--- src/rtl/dmem_loader_pkg.sv ---
// Shared definitions for the dmem loader: command codes, dsize encodings, FSM states.
package dmem_loader_pkg;

  localparam logic [7:0] LDR_CMD_SET_ADDR = 8'h01;
  localparam logic [7:0] LDR_CMD_WR_WORD  = 8'h02;
  localparam logic [7:0] LDR_CMD_WR_BYTE  = 8'h03;
  localparam logic [7:0] LDR_CMD_DONE     = 8'h04;

  localparam logic [1:0] DSIZE_BYTE = 2'b00;
  localparam logic [1:0] DSIZE_HALF = 2'b01;
  localparam logic [1:0] DSIZE_WORD = 2'b10;

  typedef enum logic [2:0] {
    StIdle,
    StAddr,
    StData,
    StWrite,
    StVerify,
    StFin
  } state_e;

  // Number of bytes covered by an access of the given dsize.
  function automatic logic [2:0] dsize_bytes(input logic [1:0] dsize);
    unique case (dsize)
      DSIZE_WORD: dsize_bytes = 3'd4;
      DSIZE_HALF: dsize_bytes = 3'd2;
      default:    dsize_bytes = 3'd1;
    endcase
  endfunction

endpackage

--- src/rtl/dmem_loader_byte_assembler.sv ---
// MSB-first byte shift register shared by address and data collection.
module dmem_loader_byte_assembler (
  input  logic        clk,
  input  logic        rst_n,
  input  logic        clr,
  input  logic        shift_en,
  input  logic [7:0]  in_data,
  input  logic [1:0]  last_idx,
  output logic [31:0] value,
  output logic        count_reached
);

  logic [31:0] value_q;
  logic [1:0]  count_q;

  always_ff @(posedge clk or negedge rst_n) begin
    if (!rst_n) begin
      value_q <= '0;
      count_q <= '0;
    end else if (clr) begin
      value_q <= '0;
      count_q <= '0;
    end else if (shift_en) begin
      value_q <= {value_q[23:0], in_data};
      count_q <= count_q + 2'd1;
    end
  end

  assign value         = value_q;
  // High while the byte being presented now is the last one of the field.
  assign count_reached = (count_q == last_idx);

endmodule

--- src/rtl/dmem_loader.sv ---
// Streams host bytes into dmem writes and holds the CPU until DONE.
// Optional readback verify of each write: define LOADER_READBACK_EN.
module dmem_loader
  import dmem_loader_pkg::*;
#(
  parameter logic [31:0] BASE_ADDR  = 32'h0000_0000,
  parameter int unsigned ADDR_LIMIT = 16384
) (
  input  logic        clk,
  input  logic        rst_n,
  input  logic [7:0]  in_data,
  input  logic        in_valid,
  output logic        in_ready,
  output logic [31:0] mem_addr,
  output logic [31:0] mem_wdata,
  output logic        mem_we,
  output logic [1:0]  mem_dsize,
  input  logic [31:0] mem_rdata,
  output logic        cpu_hold,
  output logic        done,
  output logic        err,
  output logic [15:0] wr_count
);

  state_e      state_q, state_d;
  logic [31:0] addr_q, addr_d;
  logic        err_q, err_d;
  logic [15:0] cnt_q, cnt_d;
  logic [1:0]  dsize_q, dsize_d;

  logic        asm_clr, asm_shift, asm_last;
  logic [1:0]  asm_last_idx;
  logic [31:0] asm_value;
  logic [32:0] end_addr;
  logic        in_range;
  logic [31:0] addr_inc;
  logic        rb_mismatch;

  assign asm_last_idx = (state_q == StAddr || dsize_q == DSIZE_WORD) ? 2'd3 : 2'd0;

  dmem_loader_byte_assembler u_asm (
    .clk           (clk),
    .rst_n         (rst_n),
    .clr           (asm_clr),
    .shift_en      (asm_shift),
    .in_data       (in_data),
    .last_idx      (asm_last_idx),
    .value         (asm_value),
    .count_reached (asm_last)
  );

  // 33-bit sum so an access wrapping past 2^32 still counts as out of range.
  assign end_addr = {1'b0, addr_q} + {30'b0, dsize_bytes(dsize_q)};
  assign in_range = (end_addr <= 33'(ADDR_LIMIT));
  assign addr_inc = addr_q + {29'b0, dsize_bytes(dsize_q)};

`ifdef LOADER_READBACK_EN
  assign rb_mismatch = (dsize_q == DSIZE_WORD) ? (mem_rdata != asm_value)
                                               : (mem_rdata[7:0] != asm_value[7:0]);
`else
  logic unused_rdata;
  assign unused_rdata = ^mem_rdata;
  assign rb_mismatch  = 1'b0;
`endif

  always_comb begin
    state_d   = state_q;
    addr_d    = addr_q;
    err_d     = err_q;
    cnt_d     = cnt_q;
    dsize_d   = dsize_q;
    in_ready  = 1'b0;
    mem_we    = 1'b0;
    asm_clr   = 1'b0;
    asm_shift = 1'b0;
    unique case (state_q)
      StIdle: begin
        in_ready = 1'b1;
        asm_clr  = 1'b1;
        if (in_valid) begin
          case (in_data)
            LDR_CMD_SET_ADDR: state_d = StAddr;
            LDR_CMD_WR_WORD: begin
              dsize_d = DSIZE_WORD;
              state_d = StData;
            end
            LDR_CMD_WR_BYTE: begin
              dsize_d = DSIZE_BYTE;
              state_d = StData;
            end
            LDR_CMD_DONE:     state_d = StFin;
            default:          err_d   = 1'b1;
          endcase
        end
      end
      StAddr: begin
        in_ready  = 1'b1;
        asm_shift = in_valid;
        if (in_valid && asm_last) begin
          addr_d  = {asm_value[23:0], in_data};
          state_d = StIdle;
        end
      end
      StData: begin
        in_ready  = 1'b1;
        asm_shift = in_valid;
        if (in_valid && asm_last) state_d = StWrite;
      end
      StWrite: begin
        if (in_range) begin
          mem_we = 1'b1;
          if (cnt_q != 16'hFFFF) cnt_d = cnt_q + 16'd1;
`ifdef LOADER_READBACK_EN
          // Address advances after the verify so the readback sees the written location.
          state_d = StVerify;
`else
          addr_d  = addr_inc;
          state_d = StIdle;
`endif
        end else begin
          err_d   = 1'b1;
          addr_d  = addr_inc;
          state_d = StIdle;
        end
      end
`ifdef LOADER_READBACK_EN
      StVerify: begin
        if (rb_mismatch) err_d = 1'b1;
        addr_d  = addr_inc;
        state_d = StIdle;
      end
`endif
      StFin: ;
      default: state_d = StIdle;
    endcase
  end

  always_ff @(posedge clk or negedge rst_n) begin
    if (!rst_n) begin
      state_q <= StIdle;
      addr_q  <= BASE_ADDR;
      err_q   <= 1'b0;
      cnt_q   <= '0;
      dsize_q <= DSIZE_WORD;
    end else begin
      state_q <= state_d;
      addr_q  <= addr_d;
      err_q   <= err_d;
      cnt_q   <= cnt_d;
      dsize_q <= dsize_d;
    end
  end

  assign mem_addr  = addr_q;
  assign mem_wdata = asm_value;
  assign mem_dsize = dsize_q;
  assign done      = (state_q == StFin);
  assign cpu_hold  = ~done;
  assign err       = err_q;
  assign wr_count  = cnt_q;

endmodule

--- config.mk ---
export PLATFORM = sky130hd
export DESIGN_NAME = dmem_loader
export DESIGN_NICKNAME = d
export VERILOG_FILES = /design/src/rtl/dmem_loader_pkg.sv /design/src/rtl/dmem_loader_byte_assembler.sv /design/src/rtl/dmem_loader.sv
export SDC_FILE = /design/constraint.sdc
export NUM_CORES = 1
export LEC_CHECK = 0
export ABC_AREA = 1
export BUFFER_PORTS_ARGS = -buffer_cell sky130_fd_sc_hd__buf_4
export CORE_MARGIN = 1
export CORE_UTILIZATION = 50
export DETAILED_ROUTE_END_ITERATION = 16
export PLACE_DENSITY = 0.77
export SKIP_CTS_REPAIR_TIMING = 1
export SLEW_MARGIN = 5
export SYNTH_ARGS = -nofsm -noshare
export SYNTH_HDL_FRONTEND = slang
export SYNTH_SLANG_ARGS = --single-unit
--- constraint.sdc ---
create_clock -name clk -period 8 [get_ports clk]
set_input_delay 0.4 -clock clk [delete_from_list [all_inputs] [get_ports clk]]
set_output_delay 0.4 -clock clk [all_outputs]
set_load 0.05 [all_outputs]
==> summary.md <==
| Metric | Value |
|---|---|
| Pwr Density | 366 mW/mm^2 |
| H-Tree Depth | 3 |
| Routed Antenna Nets | 0 |
| Commonest cells post-synth | nand2_1 (212), dfrtp_1 (86), inv_1 (83) |
| Cells after Synth | 697 |
| CTS Buf Count | 9 |
| Layout cell share with drive strength beyond 1 | 0.199 |
| Critical R2R Launch | mem_dsize[1] |
| Multi-input gate area | between 0.002 and 0.003 sq mm |
| Average size of a mapped cell | between 7 and 8 sq um |
| Worst r2r dst | wr_count[1] |
| Post-DP HPWL | 11200 microns |
| Crit path DAT | 3170 ps |
| Worst setup SP type | flip-flop |
| Post-Syn Area | 0.00526 sq mm |
| Routed WL | 15200 microns |
| Critical path fanouts, max | 4 |
| Longest Clk Path Bufs | 2 |
| Pre-antenna DRT Iters | 5 |
| Layout area overhead | 19.9% |
| 1st-iter DRT viols | 449 |
| Synth Warn # | 0 |
| FMAX | between 0.2 and 0.3 GHz |
| Slew headroom | 0.278 |
| Vias/cell | 5.65 |
| Final net count | 830 |
| Ranking of synthesized cells by area | dfrtp_1 (41%), nand2_1 (15%), inv_1 (5.9%), nor2_1 (4.8%), o221ai_1 (4.5%) |
| Crit path capture type | primary output |
| Max VDD drop | around 210 uV |
| Final Power | around 2.3 mW |
| Port Buffer Count | 96 |
| Setup TNS | 0 ps |
| Slew Viols, Final | 0 |
| Synth top area share | 0.409 |
| Worst r2r path cells | 16 |
| Worst EP required | 7600 ps |
| Setup violators final | 0 |
| Fraction of registers with async set or reset after synthesis | 1.00 |
| Filler cells | between 900 and 1000 |
| Most common cell in the synthesized netlist | nand2_1 |
| Final hold vios | 0 |
| Syn_nets | around 740 |
| Register bit count reported by yosys | 87 |
| Worst-skew pair later-pin latency | 360 ps |
| Row cnt | 37 |
| Post-synthesis sequential area ratio | 0.414 |
| Max-cap violations | 0 |
| Initial antenna violation count | 0 |
| Leak | 3.16 nW |
| Initial core utilization | 0.512 |
| I/O pin count | 130 |
| Synth unique cells | 39 |
| Vias in the first global route | 5067 |
| Worst Clk Skew | 9.91 ps |
| Crit path kind | reg -> out |
| Fin crit share | 0.447 |
| Routability cong. | 0.917 |
| Slew @ Worst Pin | 1080 ps |
| Ys flop type | dfrtp_1 |
| Largest net degree at the start of global routing | 88 |
| Min-Delay Path Class | in -> async |
| Via count | 5224 |
| Core area | 0.0103 sq mm |
| Drt drc | 0 |
| Register area | 0.00218 sq mm |
| GRT Overall Usage | 0.289 |
| Die W | 105 microns |
| Die area | about 0.011 sq mm |
| Die Y | 105 microns |
| First-pass GRT wire length | ~25000 microns |
| CTS tree | yes |
| RSZ-0062 raised after global routing | no |
| Mean routed wirelength per cell | 16.4 microns |
| Flop2flop setup slack | 4840 ps |
| Status | complete, no violations |
| Number of synthesized flops with an enable pin | 0 |
| Yosys top cell by area | dfrtp_1 |
| Total grt overflow | 0 |
| Final min period | 3570 ps |
| Clk root buf | clkbuf_8 |
| ANT cells | 0 |
| Clock slew at reported path FFs | 90 ps |
| CTS sink cnt | 87 |
-- cell usage in the layout (no fill, tap or decap), types with 9 or more instances in the layout --
| cell | count |
|---|---|
| inv_1 | 83 |
| clkbuf_8 | 11 |
| xnor2_1 | 9 |
| nand4_1 | 24 |
| nand2_1 | 212 |
| nand3_1 | 39 |
| o221ai_1 | 27 |
| nor2_1 | 67 |
| buf_4 | 99 |
| dfrtp_1 | 86 |
| nand2_2 | 10 |
| o21ai_0 | 13 |
| o22ai_1 | 25 |
| xor2_1 | 11 |
-- state kept, by name (all words and copies together), names as in the netlist --
name and count:
state_q 3, mem_dsize 1, err 1, u_asm.count_q 2, u_asm.value 32, mem_addr 32, wr_count 16
-- area by class of cell --
class / instances / share of cell area
Inverter: 87 / 0.0518
Clock buffer: 12 / 0.0246
Multi-Input combinational cell: 499 / 0.421
Sequential cell: 87 / 0.346
Timing Repair Buffer: 99 / 0.118
Tap cell: 136 / 0.0270
Clock inverter: 4 / 0.0123
-- how the worst max path moves through the flow --
stage | cells past startpoint | end | slack [ps] | from
floorplan | 13 | mem_we | 4380 | mem_dsize[1]
global placement | 14 | mem_we | 4930 | mem_dsize[1]
detailed placement | 14 | mem_we | 4890 | mem_dsize[1]
CTS | 14 | mem_we | 4440 | mem_dsize[1]
global route | 14 | mem_we | 4230 | mem_dsize[1]
finish | 14 | mem_we | 4430 | mem_dsize[1]
-- metrics by stage --
step | hold slack [ps] | instances | worst slack (ps) | utilization | cell area [sq um]
after floorplan | 104 | 697 | 4380 | - | 5260
after global placement | 489 | 908 | 4930 | 0.591 | 6070
after detailed placement | 474 | 908 | 4890 | 0.591 | 6070
after CTS | 252 | 924 | 4440 | 0.613 | 6300
after global routing | 258 | 924 | 4230 | 0.613 | 6300
final | 234 | 924 | 4430 | 0.613 | 6300
-- cell families (layout without fill, tap and decap cells) --
logic type / Yosys count / after routing / synth area share
simple gates: 399 / 399 / 0.360
buf+inv: 111 / 202 / 0.0823
flops: 87 / 87 / 0.414
compound gates: 75 / 75 / 0.100
xor+xnor: 20 / 20 / 0.0333
fa+ha+maj: 4 / 4 / 0.00952
other cells: 1 / 1 / 0.000713
-- power by group --
group / leakage, nW / switching, mW / internal [mW] / total (mW)
Sequential: 1.10 / 0.157 / 0.542 / 0.699
Combinational: 1.95 / 0.895 / 0.355 / 1.25
Clock: 0.117 / 0.163 / 0.194 / 0.357
Total: 3.16 / 1.21 / 1.09 / 2.31
-- routing by layer --
| metal | global-route usage | vias to the layer above | routed length (microns) |
|---|---|---|---|
| li1 | - | 2473 | - |
| met1 | 0.380 | 2494 | 6390 |
| met2 | 0.475 | 235 | 7240 |
| met3 | 0.0487 | 22 | 1230 |
| met4 | 0.113 | 0 | 290 |
| met5 | 0 | - | 0 |
-- critical path: stages, from the launching register on --
cell and delay (ps):
dfstp_2 560, inv_1 90, ha_1 220, ha_1 290, or2_2 290, nor2_1 160
nand3_1 110, nor2_1 110, nand2_1 60, nor2_1 120, nand3_1 90, nand2_1 110
nand2_2 110, nor3_1 230, buf_4 260
Power figures use the tool's default switching activity.
